--- src/rtl/tcm_loader.sv ---
// Byte-stream loader for the CPU's ITCM/DTCM: assembles framed little-endian
// words into TCM writes, then sets the reset PC and releases the core.
module tcm_loader #(
    parameter int          ADDR_W   = 14,
    parameter logic [7:0]  CMD_IMEM = 8'h01,
    parameter logic [7:0]  CMD_DMEM = 8'h02,
    parameter logic [7:0]  CMD_GO   = 8'h03,
    parameter logic [7:0]  CMD_HALT = 8'h04
) (
    input  logic              clk,
    input  logic              reset,
    input  logic              rx_valid,
    input  logic [7:0]        rx_data,
    output logic              rx_ready,
    output logic              imem_we,
    output logic              dmem_we,
    output logic [ADDR_W-1:0] mem_addr,
    output logic [31:0]       mem_wdata,
    output logic              cpu_hold,
    output logic [31:0]       reset_pc,
    output logic              err,
    output logic [15:0]       words_written
);

    localparam logic [2:0] S_IDLE  = 3'd0;
    localparam logic [2:0] S_ADDR  = 3'd1;
    localparam logic [2:0] S_LEN   = 3'd2;
    localparam logic [2:0] S_DATA  = 3'd3;
    localparam logic [2:0] S_WRITE = 3'd4;
    localparam logic [2:0] S_PC    = 3'd5;
    localparam logic [2:0] S_RUN   = 3'd6;

    logic [2:0]        state_q, state_d;
    logic [1:0]        cnt_q, cnt_d;
    logic [31:0]       shift_q, shift_d;
    logic [15:0]       len_q, len_d;
    logic              tgt_q, tgt_d;
    logic              rx_ready_q, rx_ready_d;
    logic              imem_we_q, imem_we_d;
    logic              dmem_we_q, dmem_we_d;
    logic [ADDR_W-1:0] mem_addr_q, mem_addr_d;
    logic [31:0]       mem_wdata_q, mem_wdata_d;
    logic              cpu_hold_q, cpu_hold_d;
    logic [31:0]       reset_pc_q, reset_pc_d;
    logic              err_q, err_d;
    logic [15:0]       words_q, words_d;

    logic        accept;
    logic [31:0] word_in;

    assign accept  = rx_valid & rx_ready_q;
    // Bytes enter at the top and shift down, so after four bytes the word is little-endian.
    assign word_in = {rx_data, shift_q[31:8]};

    always_comb begin
        state_d     = state_q;
        cnt_d       = cnt_q;
        shift_d     = shift_q;
        len_d       = len_q;
        tgt_d       = tgt_q;
        imem_we_d   = 1'b0;
        dmem_we_d   = 1'b0;
        mem_addr_d  = mem_addr_q;
        mem_wdata_d = mem_wdata_q;
        cpu_hold_d  = cpu_hold_q;
        reset_pc_d  = reset_pc_q;
        err_d       = err_q;
        words_d     = words_q;

        case (state_q)
            S_IDLE: if (accept) begin
                cnt_d = 2'd0;
                if (rx_data == CMD_IMEM || rx_data == CMD_DMEM) begin
                    tgt_d   = (rx_data == CMD_DMEM);
                    state_d = S_ADDR;
                end else if (rx_data == CMD_GO) begin
                    state_d = S_PC;
                end else begin
                    err_d = 1'b1;
                end
            end
            S_ADDR: if (accept) begin
                shift_d = word_in;
                cnt_d   = cnt_q + 2'd1;
                if (cnt_q == 2'd3) begin
                    mem_addr_d = word_in[ADDR_W+1:2];
                    state_d    = S_LEN;
                end
            end
            S_LEN: if (accept) begin
                shift_d = word_in;
                cnt_d   = cnt_q + 2'd1;
                if (cnt_q == 2'd1) begin
                    cnt_d   = 2'd0;
                    len_d   = word_in[31:16];
                    state_d = (word_in[31:16] == 16'd0) ? S_IDLE : S_DATA;
                end
            end
            S_DATA: if (accept) begin
                shift_d = word_in;
                cnt_d   = cnt_q + 2'd1;
                if (cnt_q == 2'd3) begin
                    mem_wdata_d = word_in;
                    imem_we_d   = ~tgt_q;
                    dmem_we_d   = tgt_q;
                    state_d     = S_WRITE;
                end
            end
            S_WRITE: begin
                // Address advances after the strobe so it is stable while we is high.
                mem_addr_d = mem_addr_q + {{(ADDR_W-1){1'b0}}, 1'b1};
                if (words_q != 16'hFFFF) words_d = words_q + 16'd1;
                len_d   = len_q - 16'd1;
                state_d = (len_q == 16'd1) ? S_IDLE : S_DATA;
            end
            S_PC: if (accept) begin
                shift_d = word_in;
                cnt_d   = cnt_q + 2'd1;
                if (cnt_q == 2'd3) begin
                    reset_pc_d = word_in;
                    cpu_hold_d = 1'b0;
                    state_d    = S_RUN;
                end
            end
            S_RUN: if (accept && rx_data == CMD_HALT) begin
                cpu_hold_d = 1'b1;
                state_d    = S_IDLE;
            end
            default: state_d = S_IDLE;
        endcase

        rx_ready_d = (state_d != S_WRITE);
    end

    always_ff @(posedge clk or negedge reset) begin
        if (!reset) begin
            state_q     <= S_IDLE;
            cnt_q       <= 2'd0;
            shift_q     <= 32'd0;
            len_q       <= 16'd0;
            tgt_q       <= 1'b0;
            rx_ready_q  <= 1'b1;
            imem_we_q   <= 1'b0;
            dmem_we_q   <= 1'b0;
            mem_addr_q  <= '0;
            mem_wdata_q <= 32'd0;
            cpu_hold_q  <= 1'b1;
            reset_pc_q  <= 32'd0;
            err_q       <= 1'b0;
            words_q     <= 16'd0;
        end else begin
            state_q     <= state_d;
            cnt_q       <= cnt_d;
            shift_q     <= shift_d;
            len_q       <= len_d;
            tgt_q       <= tgt_d;
            rx_ready_q  <= rx_ready_d;
            imem_we_q   <= imem_we_d;
            dmem_we_q   <= dmem_we_d;
            mem_addr_q  <= mem_addr_d;
            mem_wdata_q <= mem_wdata_d;
            cpu_hold_q  <= cpu_hold_d;
            reset_pc_q  <= reset_pc_d;
            err_q       <= err_d;
            words_q     <= words_d;
        end
    end

    assign rx_ready      = rx_ready_q;
    assign imem_we       = imem_we_q;
    assign dmem_we       = dmem_we_q;
    assign mem_addr      = mem_addr_q;
    assign mem_wdata     = mem_wdata_q;
    assign cpu_hold      = cpu_hold_q;
    assign reset_pc      = reset_pc_q;
    assign err           = err_q;
    assign words_written = words_q;

endmodule
--- config.mk ---
export PLATFORM = sky130hd
export DESIGN_NAME = tcm_loader
export DESIGN_NICKNAME = d
export VERILOG_FILES = /design/src/rtl/tcm_loader.sv
export SDC_FILE = /design/constraint.sdc
export NUM_CORES = 1
export LEC_CHECK = 0
export ABC_AREA = 1
export CAP_MARGIN = 5
export CORE_MARGIN = 1.5
export CORE_UTILIZATION = 58
export DETAILED_ROUTE_END_ITERATION = 8
export HOLD_SLACK_MARGIN = 0.03
export PLACE_DENSITY = 0.94
export SLEW_MARGIN = 20
export SYNTH_ARGS = -nofsm -noshare
export SYNTH_HDL_FRONTEND = slang
export SYNTH_SLANG_ARGS = --single-unit
--- constraint.sdc ---
create_clock -name clk -period 3.2 [get_ports clk]
set_input_delay 0.48 -clock clk [delete_from_list [all_inputs] [get_ports clk]]
set_output_delay 0.48 -clock clk [all_outputs]
set_load 0.03 [all_outputs]
After elaboration in Yosys (flattened, before gate mapping)
Cells that the tools add are included.
- register bits: 153
- logic and storage cells: 102
- add/subtract/negate cells: 4
- equal/unequal tests: 24
- mux-type cells: 36
- bitwise gates (word level): 4
- reduce and logical (&&, ||, !) cells: 20
- operator list (cell ; number):
    3-bit two-way mux ; 12
    16-bit two-way mux ; 2
    16-bit case mux with 2 select lines ; 1
    14-bit two-way mux ; 2
    14-bit case mux with 2 select lines ; 1
    3-bit case mux with 7 select lines ; 1
    16-bit by 1-bit adder with 16-bit output, second input constant ; 1
    16-bit by 1-bit equality test with 1-bit output, second input constant ; 1
    8-bit by 2-bit equality test with 1-bit output, second input constant ; 2
    16-bit zero test ; 1
    16-bit inequality test, second input constant ; 1
    2-bit inequality test, second input constant ; 8
    16-bit by 1-bit subtractor with 16-bit output, second input constant ; 1
    3-bit AND reduction ; 5
    14-bit by 1-bit adder with 14-bit output, second input constant ; 1
    2-bit two-way mux ; 6
    4-bit AND reduction ; 3
    3-bit equality test, second input constant ; 3
    1-bit two-way mux ; 9
    8-bit by 1-bit equality test with 1-bit output, second input constant ; 1
    8-bit by 3-bit equality test with 1-bit output, second input constant ; 1
    3-bit by 2-bit equality test with 1-bit output, second input constant ; 2
    2-bit case mux with 3 select lines ; 1
    2-bit nonzero test ; 3
    16 further kinds ; 19

Logic depth before layout (Yosys ltp)
Gate-level depths: netlist (run 1).
- depth in word-level cells: 6
- depth in mapped cells: 9
- mapped depth without buffers: 9

Worst setup path before layout (run 1)
No wires, ideal clock.
- kind: register to register
- start: register words_q[0], in the netlist words_written[0]
- end: register words_q[2], in the netlist words_written[2]
- setup time: 117 ps
- data arrival time: 1625 ps
- data required time: 3083 ps
- slack: 1458 ps
- cell stages (with the launch flop): 10
- path buffers: 1
- path through: dfrtp_1 ha_1 nand2_1 nor2_4 nand2_2 nor2_2 nor2_4 buf_6 nand2_1 nand2_1
- cells in the longest elaborated chain, start to end: 2
- elaborated cells on any way between the ends: 3
- classes of those cells: add/sub: 1; eq/ne: 1; reduce/logical: 1
- ends and longest elaborated chain (item ; line ; source):
    start, declared ; 46 ; logic [15:0] words_q, words_d;
    start signal, assigned ; 165 ; words_q <= words_d;
    branches (longest 2 deep; another with 16-bit by 1-bit adder with 16-bit output) ; n/a ;
Several ways; the timed one is not identified.
A chain may end at the register's enable or synchronous reset.

Final worst setup path (run 1)
- start: register rx_ready_q, in the netlist rx_ready
- end: register mem_wdata_q[11], in the netlist mem_wdata[11]
- cells in the longest elaborated chain, start to end: 2
- ends and longest elaborated chain (item ; line ; source):
    start, declared ; 38 ; logic rx_ready_q, rx_ready_d;
    start signal, assigned ; 157 ; rx_ready_q <= rx_ready_d;
    1-bit AND ; 51 ; assign accept = rx_valid & rx_ready_q;
    3-bit AND reduction (no line) ; n/a ;
    end signal, assigned ; 161 ; mem_wdata_q <= mem_wdata_d;
    end, declared ; 42 ; logic [31:0] mem_wdata_q, mem_wdata_d;
Every way passes these cells.

==> results of run 1 <==
state kept, by name (all words and copies together), names as in the netlist:
name           flops
len_q             16
state_q            3
rx_ready           1
words_written     16
tgt_q              1
err                1
mem_wdata         32
cnt_q              2
mem_addr          14
dmem_we            1
shift_q           24
cpu_hold           1
reset_pc          32
imem_we            1
metal layers:
metal | up-vias | routed length (um) | GRT usage [%]
met1 | 2951 | 7170 | 39.1
met4 | 0 | 913 | 16.1
met5 | - | 0 | 0
li1 | 2921 | - | -
met2 | 346 | 9120 | 51.4
met3 | 91 | 1310 | 6.64
cells in the mapped netlist (3+ instances only):
library cell,n
nand2_1,301
inv_2,7
buf_2,9
buf_6,4
clkbuf_1,10
ha_1,7
xor2_1,10
nand2_2,5
nand3_1,53
nor3_1,7
nor2_2,4
inv_1,70
a21oi_1,4
o21ai_0,107
nor2_4,3
mux2_4,5
dfrtp_1,143
nand4_1,11
nor2_1,59
o211ai_1,8
logic make-up (layout without fill, tap and decap cells):
group,after synthesis,in the layout,synth area share [%]
AO/OA/AOI/OAI,126,126,9.84
XOR/XNOR,12,12,1.53
adder cells (fa/ha/maj),7,7,1.28
buffers and inverters,102,222,6.18
flip-flops,145,145,52.9
multiplexers,6,6,1.26
AND/OR/NAND/NOR,448,448,27.1
how the worst max path moves through the flow:
| stage | from | end | slack, ns | depth (start not counted) |
|---|---|---|---|---|
| 6_report | rx_ready$_DFF_PN1_ | mem_wdata[11]$_DFFE_PN0P_ | 1.06 | 6 |
| 4_1_cts | cpu_hold$_DFFE_PN1P_ | cpu_hold | 1.05 | 1 |
| 2_1_floorplan | words_written[0]$_DFFE_PN0P_ | words_written[2]$_DFFE_PN0P_ | 1.46 | 9 |
| 3_3_place_gp | rx_valid | mem_wdata[19]$_DFFE_PN0P_ | 0.86 | 7 |
| 3_5_place_dp | rx_valid | mem_wdata[21]$_DFFE_PN0P_ | 0.75 | 7 |
| 5_1_grt | rx_ready$_DFF_PN1_ | mem_wdata[11]$_DFFE_PN0P_ | 0.90 | 6 |
where the power goes:
part	internal [mW]	switching, mW	leakage (nW)
clock network	0.984	0.792	0.242
registers	2.24	0.440	1.85
logic	0.648	1.20	1.87
total	3.87	2.43	3.97
layout make-up:
class,count,area (um^2),area share [%]
Sequential cell,145,3630,42.3
Multi-Input combinational cell,599,2810,32.8
Timing Repair Buffer,115,1150,13.4
Clock buffer,18,429,5.00
Inverter,78,293,3.41
Tap cell,143,179,2.09
Clock inverter,11,83.8,0.977
==> impl_metrics.yaml, run 1 <==
status:
  status: "finished clean"
sta:
  fmax_ghz: 0.468
  worstMarginPinSlew_ns: 0.680
  setup_tns_ns: 0
  rsz0062_at_grt: "no"
  clock_skew_ns: 0.00846
  min_period_ns: 2.14
  fin_crit_sh_pct: 66.8
  finalHoldWorstSlack_ns: 0.0563
  setup_ws_ns: 1.06
  setup_viol: 0
  hold_violations: 0
  relSlewSlack_pct: 54.5
  report.final.slew_viol_count: 0
route:
  wire_per_inst_um: 16.7
  ant_nets: 0
  drc_errors: 0
  first_iter_violations: 689
  vias: 6309
  wl_mm: 18.5
  viasPerCell: 5.69
  firstDrtPassIters: 6
global_route:
  grt_max_degree: 72
  grt_first_pass_wirelength_mm: 30.6
  grt_usage_pct: 31.2
  grt_pass1_vias: 6143
  grt_overflow: 0
  antenna_found_initial: 0
logic_synthesis:
  syn-num-nets: 864
  post-synth-top-area-cell: "dfrtp_1"
  synth.cell_area_mm2: 0.00687
  synthCells: 846
  synth.area.top_cells: "dfrtp_1, nand2_1, o21ai_0"
  syn_avg_cell_area_um2: 8.12
  postSynthRegisterBits: 145
  synth_top_area_share_pct: 52.1
  synth.distinct_cells: 36
  synth_flop_cell: "dfrtp_1"
  yosys_warnings: 0
  synth_edf_count: 0
  async_flop_share_pct: 100
  synth-seq-area-share_pct: 52.9
critical_path:
  slowest_delay_ns: 0.55
  reg2reg_slack_ns: 1.06
  worstRegToRegCells: 6
  crit_buf_inv: 1
  cp_common_cell: "nand2_1"
  critPathKind: "register to register"
  r2r-end: "mem_wdata[11]$_DFFE_PN0P_"
  r2r_start: "rx_ready$_DFF_PN1_"
  worstSetupEndpointType: "register"
  worstPathArrival_ns: 2.42
  crit_required_ns: 3.48
  critPathMaxFanout: 33
  crit_chain: "nand2_1, nor2_2, nand2_2, buf_4, nand2_1, o21ai_0"
  crit_slowest_cell: "dfstp_2"
  cp-start-kind: "register"
  worst_path_dominant_cell_family: "simple AND/OR/NAND/NOR gates"
cts:
  post-cts-setup-buffers: 0
  cts_buffers: 17
  clk_pin_slew_ns: 0.06
  postCtsHoldBufs: 0
  ctsResizeCount: 0
  ctsLongestPathBuffers: 2
  clk-insertion-delay-late_ns: 0.43
  cts_tree: "yes"
  root_buffer: "clkbuf_16"
  clock-sinks: 145
  cts-htree-levels: 4
finish:
  final_common_cell: "nand2_1"
  syn_to_final_growth_pct: 24.9
  design_area_mm2: 0.00858
  drive_gt1_share_pct: 6.94
  fin_util_pct: 74.8
  stdcell_count: 1109
  fill_cells: 718
  layout_common_cells: "nand2_1, dfrtp_1, clkdlybuf4s50_1"
  n_antenna_cell: 0
  fin_nets: 974
die:
  die_w_um: 112
  rows: 39
  ios: 110
  dieArea_mm2: 0.0125
  initial_core_util_pct: 59.9
  die_y_um: 112
  core_area_mm2: 0.0115
placement:
  pre_cts_ws_ns: 0.752
  hpwl_mm: 12.1
  dpl-instance-area_mm2: 0.00807
  portBuffers: 109
  dp.cells: 1080
  gp_congestion: 0.991
power_and_ir_drop:
  power.density_mw_per_mm2: 735
  ir_drop_mv: 0.548
  p_total_mw: 6.30
  p_leak_nw: 3.97
min_path:
  hp-class: "input pin to async pin"
job:
  drv_cap: 0
Power figures use the tool's default switching activity.
==> run 2: changes to the inputs <==
Settings changed: CORE_UTILIZATION 58 to 54, PLACE_DENSITY 0.94 to 0.89.
Clock period 3.2 ns to 2.2 ns, I/O delays scaled along.
==> run 2 against run 1 <==
Against the previous run:
- die area is 7.2% higher
- flip-flop and latch count stayed put
- register-to-register slack worse by 0.76 ns
- sequential power is 46% higher
- power is 57% higher
- critical endpoint is now rx_ready
- global-route usage is 0.30 points lower
- combinational power is 51% higher
- final area is 3.0% higher
==> impl_metrics.yaml, run 2 (synthesized netlist as in run 1, its figures left out) <==
sta:
  relSlewSlack_pct: 57.1
  fin_crit_sh_pct: 89.5
  fmax_ghz: 0.508
  setup_viol: 0
  hold_violations: 0
  worstMarginPinSlew_ns: 0.641
  rsz0062_at_grt: "no"
  clock_skew_ns: 0.00798
  setup_tns_ns: 0
  report.final.slew_viol_count: 0
  min_period_ns: 1.97
placement:
  hpwl_mm: 12.5
  portBuffers: 109
  gp_congestion: 0.927
critical_path:
  reg2reg_slack_ns: 0.30
  slowest_delay_ns: 0.66
  crit_chain: "clkdlybuf4s50_1"
  r2r_start: "len_q[0]$_DFFE_PN0P_"
  worstSetupEndpointType: "output port"
  worstPathArrival_ns: 1.64
  crit_buf_inv: 1
  worstRegToRegCells: 9
  cp-start-kind: "register"
  critPathKind: "register to output port"
  r2r-end: "len_q[12]$_DFFE_PN0P_"
  worst_path_dominant_cell_family: "buffers and inverters"
  critPathMaxFanout: 2
  crit_required_ns: 1.87
  crit_slowest_cell: "clkdlybuf4s50_1"
power_and_ir_drop:
  pwr-share-clk_pct: 32.4
  p_sw_share_pct: 37.4
  p_seq_share_pct: 39.6
  pwr-share-comb_pct: 28.1
  power.density_mw_per_mm2: 1120
  ir_drop_mv: 0.644
  p_int_mw: 6.20
  p_leak_nw: 4.09
  p_total_mw: 9.91
  p_sw_mw: 3.70
cts:
  clk-insertion-delay-late_ns: 0.43
  cts_tree: "yes"
  ctsLongestPathBuffers: 2
  cts_buffers: 17
  root_buffer: "clkbuf_16"
  cts-htree-levels: 4
  clk_pin_slew_ns: 0.07
  clock-sinks: 145
die:
  initial_core_util_pct: 54.9
  core_area_mm2: 0.0125
  dieArea_mm2: 0.0134
  rows: 41
  die_y_um: 116
  ios: 110
  die_w_um: 116
route:
  vias: 6483
  drc_errors: 0
  first_iter_violations: 834
  ant_nets: 0
  firstDrtPassIters: 6
  viasPerCell: 5.64
  wl_mm: 19.6
  wire_per_inst_um: 17.1
status:
  status: "finished clean"
finish:
  syn_to_final_growth_pct: 28.7
  layout_common_cells: "nand2_1, dfrtp_1, clkdlybuf4s50_1"
  n_antenna_cell: 0
  final_common_cell: "nand2_1"
  fin_nets: 982
  drive_gt1_share_pct: 7.88
global_route:
  antenna_found_initial: 0
  grt_overflow: 0
  grt_pass1_vias: 6389
  grt_first_pass_wirelength_mm: 31.6
  grt_max_degree: 62
  grt_usage_pct: 30.9
job:
  drv_cap: 0
min_path:
  hp-class: "input pin to async pin"
run 2: cell types whose count changed in the layout (fill, tap and decap cells not counted), sizes merged:
cell         previous run  this run
buf                     7        14
clkinvlp                4         1
bufinv                  0         4
clkbuf                 18        20
dlygate4sd3             0         1
run 2: metrics by stage:
stage	utilization (%)	setup slack (ns)	instances	hold WS (ns)	instance area [um^2]
final	70.6	0.232	1149	0.425	8840
after global routing	70.6	0.188	1149	0.470	8840
after CTS	70.6	0.221	1149	0.435	8840
after detailed placement	65.3	0.213	1116	0.318	8180
after global placement	65.3	0.256	1116	0.316	8180
after floorplan	-	0.458	846	0.0344	6870
run 2: final cells by class:
| type | count | area (um^2) |
|---|---|---|
| clock buffer | 20 | 457 |
| clock inverter | 12 | 191 |
| fill | 909 | 3680 |
| inverter | 78 | 293 |
| multi-input combinational | 599 | 2810 |
| sequential | 145 | 3630 |
| tap | 172 | 215 |
| timing repair buffer | 123 | 1240 |
run 2: routing by layer:
metal,GRT usage (%),up-vias,wire [um],part of all wire (%)
li1,-,2941,-,-
met1,37.9,3069,7330,37
met2,50.8,376,9870,50
met3,6.17,97,1440,7.3
met4,18.7,0,974,5.0
met5,0,-,0,0
run 2: power groups by stage:
| stage | logic [mW] | registers (mW) | clock network (mW) |
|---|---|---|---|
| 6_report | 2.78 | 3.92 | 3.20 |
| 5_1_grt | 3.03 | 3.97 | 3.32 |
| 4_1_cts | 2.74 | 3.88 | 3.19 |
| 3_5_place_dp | 2.64 | 3.90 | 0 |
| 3_3_place_gp | 2.52 | 3.86 | 0 |
| 2_1_floorplan | 1.22 | 4.20 | 0 |
run 2: what timing repair did:
action / CTS / global route
resized for setup: 0 / 0
hold buffers: 1 / 0
setup buffers: 0 / 0
hold endpoints to repair: 49 / 0
run 2: worst max path at each step:
stage | from | end | slack (ns) | cells past startpoint
6_report | rx_ready$_DFF_PN1_ | rx_ready | 0.23 | 1
5_1_grt | len_q[0]$_DFFE_PN0P_ | len_q[12]$_DFFE_PN0P_ | 0.19 | 9
4_1_cts | cpu_hold$_DFFE_PN1P_ | cpu_hold | 0.22 | 1
3_5_place_dp | rx_valid | mem_addr[0]$_DFFE_PN0P_ | 0.21 | 8
3_3_place_gp | rx_valid | mem_wdata[0]$_DFFE_PN0P_ | 0.26 | 7
2_1_floorplan | words_written[0]$_DFFE_PN0P_ | words_written[2]$_DFFE_PN0P_ | 0.46 | 9
